`src/rtl/mux_16_1_serializer.sv`:
```
`default_nettype none
// ============================================================================
// Module      : mux_16_1_serializer
// Description : Captures 16 parallel neuron words and streams them out over a
//               valid/ready interface, slot 0 (MSB word) first. Define
//               SERIALIZER_LAST_EN to add the out_last frame-end marker.
// Revision    : 1.0 - initial release
// ============================================================================
module mux_16_1_serializer #(
    parameter int WIDTH = 16
) (
    input  logic                clk,
    input  logic                rst_n,
    input  logic                load,
    input  logic [16*WIDTH-1:0] data_in,
    output logic                busy,
    output logic                out_valid,
    input  logic                out_ready,
    output logic [WIDTH-1:0]    out_data,
    output logic [3:0]          out_sel,
    output logic                done
`ifdef SERIALIZER_LAST_EN
    ,
    output logic                out_last
`endif
);

    typedef enum logic [1:0] {
        IDLE   = 2'd0,
        STREAM = 2'd1,
        FINISH = 2'd2
    } state_t;

    localparam logic [3:0] c_LAST_SLOT = 4'd15;

    state_t           state_q;
    logic [WIDTH-1:0] buf_q [16];
    logic [WIDTH-1:0] out_data_q;
    logic [3:0]       out_sel_q;
    logic [3:0]       sel_d;
    logic             out_valid_q;
    logic             busy_q;
    logic             done_q;
    logic             w_handshake;

    assign sel_d       = out_sel_q + 4'd1;
    assign w_handshake = out_valid_q && out_ready;

    always_ff @(posedge clk or negedge rst_n) begin
        if (!rst_n) begin
            state_q     <= IDLE;
            out_data_q  <= '0;
            out_sel_q   <= '0;
            out_valid_q <= 1'b0;
            busy_q      <= 1'b0;
            done_q      <= 1'b0;
            for (int i = 0; i < 16; i++) begin
                buf_q[i] <= '0;
            end
        end else begin
            done_q <= 1'b0;
            case (state_q)
                IDLE: begin
                    if (load) begin
                        // Slot 0 lives in the most significant word.
                        for (int i = 0; i < 16; i++) begin
                            buf_q[i] <= data_in[(15-i)*WIDTH +: WIDTH];
                        end
                        out_data_q  <= data_in[15*WIDTH +: WIDTH];
                        out_sel_q   <= '0;
                        out_valid_q <= 1'b1;
                        busy_q      <= 1'b1;
                        state_q     <= STREAM;
                    end
                end
                STREAM: begin
                    if (w_handshake) begin
                        if (out_sel_q == c_LAST_SLOT) begin
                            out_valid_q <= 1'b0;
                            out_sel_q   <= '0;
                            busy_q      <= 1'b0;
                            done_q      <= 1'b1;
                            state_q     <= FINISH;
                        end else begin
                            out_sel_q  <= sel_d;
                            out_data_q <= buf_q[sel_d];
                        end
                    end
                end
                FINISH: begin
                    state_q <= IDLE;
                end
                default: begin
                    state_q <= IDLE;
                end
            endcase
        end
    end

    assign busy      = busy_q;
    assign out_valid = out_valid_q;
    assign out_data  = out_data_q;
    assign out_sel   = out_sel_q;
    assign done      = done_q;

`ifdef SERIALIZER_LAST_EN
    assign out_last = out_valid_q && (out_sel_q == c_LAST_SLOT);
`endif

endmodule
`default_nettype wire

```
`config.mk`:
```
export PLATFORM = sky130hd
export DESIGN_NAME = mux_16_1_serializer
export DESIGN_NICKNAME = d
export VERILOG_FILES = /design/src/rtl/mux_16_1_serializer.sv
export SDC_FILE = /design/constraint.sdc
export NUM_CORES = 1
export LEC_CHECK = 0
export CAP_MARGIN = 40
export CORE_MARGIN = 2
export CORE_UTILIZATION = 40
export DETAILED_ROUTE_END_ITERATION = 7
export GPL_ROUTABILITY_DRIVEN = 0
export MAX_ROUTING_LAYER = met4
export PLACE_DENSITY = 0.64
export SLEW_MARGIN = 20
export SYNTH_ARGS = -nofsm -noshare
export SYNTH_HDL_FRONTEND = slang
export SYNTH_SLANG_ARGS = --single-unit
```
`constraint.sdc`:
```
create_clock -name clk -period 2.4 [get_ports clk]
set_input_delay 0.72 -clock clk [delete_from_list [all_inputs] [get_ports clk]]
set_output_delay 0.72 -clock clk [all_outputs]
set_load 0.1 [all_outputs]
```
==> results of run 1 <==
-- report_power, final --
group / internal (mW) / switching [mW] / leakage [nW]
clock: 2.97 / 1.90 / 0.523
sequential: 6.98 / 1.24 / 3.48
combinational: 4.79 / 6.56 / 4.33
-- final timing paths --
kind / startpoint / endpoint / slack, ps / cells past startpoint
worst max-delay path: out_sel[0] / out_data[15] / 130 / 6
worst min-delay path: rst_n / buf_q[183] / 90 / 1
worst max register to register: out_sel[0] / out_data[15] / 130 / 6
worst min register to register: buf_q[21] / buf_q[21] / 470 / 2
max in group asynchronous: rst_n / out_sel[1] / 1590 / 2
min in group clk: buf_q[21] / buf_q[21] / 470 / 2
-- synthesized netlist by cell type, types with 2 or more instances --
cell,count,share of area [%]
o21ai_0,5,0.20
clkbuf_1,53,1.6
buf_2,16,0.63
and2_1,17,0.84
a211oi_1,8,0.47
a21oi_2,2,0.14
nor2_1,21,0.62
a21boi_0,16,0.95
nand2b_1,2,0.098
nand3_1,2,0.079
buf_6,4,0.35
o31ai_1,16,0.95
nand3_2,2,0.16
a211oi_2,8,0.79
a21oi_1,17,0.67
buf_4,7,0.41
nand2_1,776,23
dfrtp_1,280,55
mux4_2,64,11
-- flip-flops by register name (all words and copies together) (netlist names) --
name      count
state_q       2
done          1
buf_q       256
busy          1
out_data     16
out_sel       4
-- final cells by class --
type	count	area, sq um
sequential	280	7012
tap	402	503.0
clock buffer	42	877.1
clock inverter	15	180.2
fill	2804	14160
multi-input combinational	970	5298
timing repair buffer	324	3361
-- logic make-up after synthesis --
logic type	synth area share, %
xor gates and xnor gates	0.5419
muxes	11.35
AOI/OAI and AO/OA	4.611
DFF	55.17
and+or+nand+nor	24.93
adders and majority gates	0.09850
buffers and inverters	3.300
-- worst reg2reg max path: stages, from the launching register on --
cell      delay, ps
dfrtp_4         510
ha_4            300
buf_4           300
mux4_2          340
and2_1          160
a211oi_1        380
o31ai_1         140
-- per-layer routing --
layer | wire, um | part of all wire, % | GRT usage [%] | vias up
li1 | - | - | - | 4826
met2 | 17250 | 48 | 35.68 | 273
met4 | 828 | 2.3 | 5.161 | 0
met3 | 1707 | 4.8 | 2.734 | 46
met1 | 15990 | 45 | 31.67 | 4888
met5 | 0 | 0 | - | -
-- metrics by stage --
| stage | cell area (sq um) | instances | power, mW | utilization (%) | setup TNS [ps] |
|---|---|---|---|---|---|
| 4_1_cts | 17230 | 2033 | 24.70 | 54.89 | 0 |
| 3_3_place_gp | 16170 | 1976 | 19.52 | 51.52 | 0 |
| 3_5_place_dp | 16170 | 1976 | 19.74 | 51.52 | -222.4 |
| 6_report | 17230 | 2033 | 24.44 | 54.89 | 0 |
| 5_1_grt | 17230 | 2033 | 26.05 | 54.89 | 0 |
| 2_1_floorplan | 12700 | 1333 | 15.84 | - | 0 |
==> results.py, run 1 <==
metrics = {
    "sta": {
        "finalCritPeriodShare_pct": 94.62,
        "slew_headroom_pct": 56.50,
        "setup_ws_ps": 129.1,
        "final-hold-violation-count": 0,
        "drv_slew": 0,
        "rsz0062_at_grt": "no",
        "tightestPinTransition_ps": 652.0,
        "max_freq_mhz": 440.4,
        "whs_ps": 85.83,
        "setup_viol": 0,
        "finalClockSkew_ps": 8.151,
        "min_period_ps": 2271,
    },
    "clock_tree": {
        "cts_inserted_buffers": 31,
        "cts_resized": 0,
        "cts_hold_buffers": 0,
        "cts_max_level": 1,
        "clk_pin_slew_ps": 60,
        "post-cts-setup-buffer-count": 0,
        "cts_sinks": 280,
        "cts_tree": "yes",
        "cts_buffer_depth": 3,
        "clock_latency_ps": 550,
        "clock-root-buffer": "clkbuf_16",
    },
    "routing": {
        "ant_nets": 0,
        "drt_iter0_drc": 663,
        "wl_um": 35770,
        "drc": 0,
        "vias": 10030,
        "viasPerCell": 4.935,
        "dr.pass1.iters": 4,
        "detail_route.wl_per_cell_um": 17.60,
    },
    "synthesis": {
        "async_flop_share_pct": 100.0,
        "synth_nets": 1594,
        "netlist_area_sq_um": 12700,
        "synthCells": 1333,
        "ys_types": 36,
        "synth_ff_type": "dfrtp_1",
        "syn_avg_cell_area_sq_um": 9.528,
        "ys_seq_elements": 280,
        "ys_seq_area_share_pct": 55.17,
        "synth_edf_count": 0,
        "ys_warn_count": 0,
    },
    "die": {
        "dieWidth_um": 182.2,
        "die_area_sq_um": 33190,
        "core_sq_um": 31390,
        "initial_core_util_pct": 40.46,
        "rows": 65,
        "die_h_um": 182.2,
        "io-pin-count": 283,
    },
    "layout": {
        "drive_above_1_share_pct": 12.63,
        "antenna_cells": 0,
        "areaGrowthSynthToFinish_pct": 35.66,
        "layout.nets": 1868,
        "final_cell_mix": "nand2_1, dfrtp_1, clkdlybuf4s50_1, mux4_2, buf_4",
        "final_common_cell": "nand2_1",
    },
    "global_route": {
        "grt_max_degree": 79,
        "grt-ovfl-total": 0,
        "grt_pass1_vias": 10380,
        "grt_pass1_wl_um": 57080,
        "grtUsageTotal_pct": 22.61,
        "antenna_found_initial": 0,
    },
    "setup_path": {
        "critPathCaptureType": "register",
        "cp_num_buf_inv": 1,
        "cp_top_family": "compound AO/OA/AOI/OAI gates",
        "critPathKind": "reg -> reg",
        "cp_slowest_cell": "dfrtp_4",
        "max_stage_delay_ps": 510,
        "path_max_fanout": 19,
        "required_ps": 2810,
        "crit_path_cell_trace": "ha_4 -> buf_4 -> mux4_2 -> and2_1 -> a211oi_1 -> o31ai_1",
        "start_kind": "register",
        "cp_data_arrival_time_ps": 2680,
    },
    "power_and_ir_drop": {
        "power_leakage_nw": 8.334,
        "power.density_nw_per_um2": 1418,
        "irDropWorstVdd_mv": 0.7625,
    },
    "placed_design": {
        "port_buffers": 282,
        "pre_cts_ws_ps": -61.92,
        "dp_hpwl_um": 25800,
    },
    "run": {
        "drv_cap": 0,
    },
    "run_status": {
        "status": "finished, final reports clean",
    },
    "min_path": {
        "hold_class": "in -> async",
    },
}
(Power assumes the default switching activity.)
==> inputs of run 2 (changes only) <==
- CTS_CLUSTER_SIZE: unset -> 40
==> results.py, run 2 (synthesis gave the netlist of run 1 again) <==
metrics = {
    "run_status": {
        "status": "finished, final reports clean",
    },
    "layout": {
        "fin_area_sq_um": 17230,
        "largest-register": "buf_q",
        "largest_register_ffs": 256,
        "final_common_cell": "nand2_1",
        "drive_above_1_share_pct": 12.63,
        "antenna_cells": 0,
        "layoutNonFillerInstCount": 2033,
        "layout.nets": 1868,
        "fill_cells": 2806,
        "areaGrowthSynthToFinish_pct": 35.63,
        "final_cell_mix": "nand2_1, dfrtp_1, clkdlybuf4s50_1, mux4_2, buf_4",
    },
    "clock_tree": {
        "cts_hold_buffers": 0,
        "clk_pin_slew_ps": 60,
        "post-cts-setup-buffer-count": 0,
        "cts_inserted_buffers": 31,
        "clock_latency_ps": 550,
        "clock-root-buffer": "clkbuf_16",
        "cts_max_level": 1,
        "cts_sinks": 280,
        "cts_tree": "yes",
        "cts_resized": 0,
        "cts_buffer_depth": 3,
    },
    "global_route": {
        "grt-ovfl-total": 0,
        "grt_pass1_vias": 10410,
        "grtUsageTotal_pct": 22.66,
        "antenna_found_initial": 0,
        "grt_pass1_wl_um": 57240,
        "grt_max_degree": 79,
    },
    "die": {
        "rows": 65,
        "initial_core_util_pct": 40.46,
        "io-pin-count": 283,
        "dieWidth_um": 182.2,
        "core_sq_um": 31390,
        "die_h_um": 182.2,
        "die_area_sq_um": 33190,
    },
    "setup_path": {
        "cp_top_family": "compound AO/OA/AOI/OAI gates",
        "max_stage_delay_ps": 520,
        "critPathKind": "reg -> reg",
        "path_max_fanout": 26,
        "worst-path-stages": 6,
        "critPathCaptureType": "register",
        "timing.rr.start": "out_sel[0]",
        "cp_data_arrival_time_ps": 2690,
        "crit_end": "out_data[7]",
        "startpoint": "out_sel[0]",
        "cp_num_buf_inv": 1,
        "worstRegToRegCells": 6,
        "cp_slowest_cell": "dfrtp_4",
        "worstReg2RegEnd": "out_data[7]",
        "start_kind": "register",
        "crit_path_cell_trace": "ha_4 -> buf_12 -> mux4_2 -> and2_1 -> a211oi_2 -> o31ai_1",
        "reg2reg_slack_ps": 120,
        "required_ps": 2810,
    },
    "placed_design": {
        "placed_area_sq_um": 16170,
        "dp_hpwl_um": 25800,
        "port_buffers": 282,
        "place_inst": 1976,
    },
    "sta": {
        "finalClockSkew_ps": 9.317,
        "slew_headroom_pct": 56.63,
        "setup_tns_ps": 0,
        "max_freq_mhz": 439.1,
        "drv_slew": 0,
        "rsz0062_at_grt": "no",
        "setup_viol": 0,
        "finalCritPeriodShare_pct": 94.90,
        "min_period_ps": 2278,
        "final-hold-violation-count": 0,
        "tightestPinTransition_ps": 650.0,
        "whs_ps": 86.19,
    },
    "run": {
        "drv_cap": 0,
    },
    "routing": {
        "ant_nets": 0,
        "viasPerCell": 4.937,
        "drt_iter0_drc": 652,
        "detail_route.wl_per_cell_um": 17.64,
        "vias": 10040,
        "dr.pass1.iters": 7,
        "wl_um": 35870,
        "drc": 0,
    },
    "min_path": {
        "hold_class": "in -> async",
    },
    "power_and_ir_drop": {
        "irDropWorstVdd_mv": 0.7263,
        "power.density_nw_per_um2": 1417,
        "power_leakage_nw": 8.330,
    },
}
run 2: changes by cell type in the layout (fill, tap and decap cells not counted):
cell	change
bufinv_16	-1
clkbuf_8	+2
clkinv_2	-2
clkinv_4	+1
run 2: per-stage QoR:
stage | power [mW] | worst slack [ps] | utilization [%]
global route | 26.01 | 58.65 | 54.87
global placement | 19.52 | 24.49 | 51.52
finish | 24.41 | 122.4 | 54.87
detailed placement | 19.74 | -61.92 | 51.52
CTS | 24.66 | 93.28 | 54.87
floorplan | 15.84 | 111.5 | -
run 2: worst min path at each step:
stage | from | end | slack, ps | cells after the start
floorplan | rst_n | buf_q[0] | 420 | 0
CTS | rst_n | buf_q[183] | 110 | 1
global placement | buf_q[84] | buf_q[84] | 450 | 2
finish | rst_n | buf_q[183] | 90 | 1
global route | rst_n | buf_q[183] | 120 | 1
detailed placement | buf_q[230] | buf_q[230] | 460 | 2
run 2: area by class of cell:
class                           count  area [sq um]  share of cell area [%]
Timing Repair Buffer              324          3361                   19.51
Sequential cell                   280          7012                   40.70
Tap cell                          402         503.0                   2.920
Multi-Input combinational cell    970          5298                   30.75
Clock buffer                       44         904.6                   5.251
Clock inverter                     13         148.9                  0.8643
run 2: report_power, final:
group | switching, mW | total (mW) | internal, mW
Combinational | 6.57 | 11.4 | 4.79
Sequential | 1.24 | 8.22 | 6.98
Clock | 1.90 | 4.83 | 2.93
Total | 9.71 | 24.4 | 14.7
run 2: metal layers:
metal | vias to the layer above | GRT usage [%] | share of wire [%]
li1 | 4831 | - | -
met4 | 0 | 4.419 | 2.0
met2 | 305 | 36.20 | 48
met1 | 4861 | 31.77 | 45
met3 | 40 | 2.574 | 5.1
met5 | - | - | 0
==> inputs of run 3 (changes only) <==
- clock period: 2.4 -> 2.8 ns (I/O delays scaled with it)
==> results.py, run 3 (synthesis gave the netlist of run 1 again) <==
metrics = {
    "layout": {
        "largest-register": "buf_q",
        "areaGrowthSynthToFinish_pct": 33.83,
        "largest_register_ffs": 256,
        "final_common_cell": "nand2_1",
        "antenna_cells": 0,
        "fin_util_pct": 54.15,
        "final_cell_mix": "nand2_1, dfrtp_1, clkdlybuf4s50_1, mux4_2, buf_4",
        "layout.nets": 1854,
        "layoutNonFillerInstCount": 2017,
        "drive_above_1_share_pct": 11.58,
    },
    "routing": {
        "ant_nets": 0,
        "dr.pass1.iters": 5,
        "viasPerCell": 4.964,
        "wl_um": 36260,
        "detail_route.wl_per_cell_um": 17.98,
        "drc": 0,
        "drt_iter0_drc": 724,
        "vias": 10010,
    },
    "global_route": {
        "grtUsageTotal_pct": 22.76,
        "grt_pass1_wl_um": 57160,
        "grt_pass1_vias": 10390,
        "antenna_found_initial": 0,
        "grt-ovfl-total": 0,
        "grt_max_degree": 75,
    },
    "clock_tree": {
        "cts_hold_buffers": 0,
        "post-cts-setup-buffer-count": 0,
        "cts_sinks": 280,
        "cts_max_level": 1,
        "cts_buffer_depth": 3,
        "clk_pin_slew_ps": 70,
        "clock_latency_ps": 550,
        "cts_inserted_buffers": 30,
        "clock-root-buffer": "clkbuf_16",
        "cts_resized": 0,
        "cts_tree": "yes",
    },
    "setup_path": {
        "cp_data_arrival_time_ps": 2930,
        "cp_slowest_cell": "a211oi_1",
        "start_kind": "register",
        "max_stage_delay_ps": 530,
        "path_max_fanout": 31,
        "required_ps": 3210,
        "critPathCaptureType": "register",
        "critPathKind": "reg -> reg",
        "crit_path_cell_trace": "ha_4 -> buf_12 -> mux4_2 -> and2_1 -> a211oi_1 -> o31ai_1",
    },
    "sta": {
        "slew_headroom_pct": 54.89,
        "final-hold-violation-count": 0,
        "min_period_ps": 2518,
        "rsz0062_at_grt": "no",
        "finalCritPeriodShare_pct": 89.91,
        "setup_tns_ps": 0,
        "finalClockSkew_ps": 10.08,
        "drv_slew": 0,
        "setup_viol": 0,
        "max_freq_mhz": 397.2,
        "tightestPinTransition_ps": 676.3,
    },
    "die": {
        "die_h_um": 182.2,
        "rows": 65,
        "die_area_sq_um": 33190,
        "initial_core_util_pct": 40.46,
        "core_sq_um": 31390,
        "dieWidth_um": 182.2,
        "io-pin-count": 283,
    },
    "run": {
        "drv_cap": 0,
    },
    "run_status": {
        "status": "finished, final reports clean",
    },
    "placed_design": {
        "dp_hpwl_um": 26320,
        "port_buffers": 282,
        "place_inst": 1963,
    },
    "power_and_ir_drop": {
        "power_leakage_nw": 8.206,
        "power.density_nw_per_um2": 1211,
        "totalPowerFinal_mw": 20.58,
        "irDropWorstVdd_mv": 0.6516,
    },
    "min_path": {
        "hold_class": "in -> async",
    },
}
[run 3: cell types whose count changed in the layout (fill, tap and decap cells not counted), sizes merged]
cell and change:
clkinvlp -1, bufinv +1, clkbuf -3, buf -13
[run 3: power breakdown]
part / internal [mW] / switching (mW) / total (mW) / leakage (nW)
Sequential: 5.98 / 1.09 / 7.07 / 3.48
Clock: 2.46 / 1.62 / 4.08 / 0.500
Combinational: 3.86 / 5.56 / 9.43 / 4.23
Total: 12.3 / 8.27 / 20.6 / 8.21
[run 3: per-layer routing]
| layer | part of all wire, % | wire [um] | GRT usage [%] | up-vias |
|---|---|---|---|---|
| li1 | - | - | - | 4797 |
| met1 | 44 | 16050 | 30.98 | 4860 |
| met2 | 48 | 17350 | 36.32 | 305 |
| met3 | 5.4 | 1967 | 3.153 | 51 |
| met4 | 2.5 | 900 | 5.935 | 0 |
| met5 | 0 | 0 | - | - |
[run 3: metrics by stage]
step / setup slack (ps) / hold slack, ps / area, sq um
after floorplan: 270.4 / 440.3 / 12700
after global placement: 218.0 / 452.0 / 15990
after detailed placement: 165.1 / 456.6 / 15990
after CTS: 269.2 / 240.7 / 17000
after global routing: 164.0 / 254.0 / 17000
final: 282.4 / 247.0 / 17000
[run 3: worst max-delay path: cells and delay by family, from the launching register on]
kind	cells	cell delay, ps
AO/OA/AOI/OAI	2	700
adder cells (fa/ha/maj)	1	380
buffers and inverters	1	250
flip-flops	1	490
multiplexers	1	380
AND/OR/NAND/NOR	1	170
[run 3: final timing paths]
kind | startpoint | cells past startpoint | slack (ps) | to
worst max-delay path | out_sel[1] | 6 | 280 | out_data[14]
worst min-delay path | rst_n | 1 | 250 | buf_q[151]
worst max register to register | out_sel[1] | 6 | 280 | out_data[14]
worst min register to register | buf_q[134] | 2 | 470 | buf_q[134]
max in group asynchronous | rst_n | 2 | 1780 | buf_q[58]
min in group clk | buf_q[134] | 2 | 470 | buf_q[134]
[run 3: layout make-up]
cell class	count	area (sq um)
Clock buffer	41	843.3
Clock inverter	13	167.7
Fill cell	2820	14400
Multi-Input combinational cell	970	5298
Sequential cell	280	7010
Tap cell	402	503.0
Timing Repair Buffer	311	3176
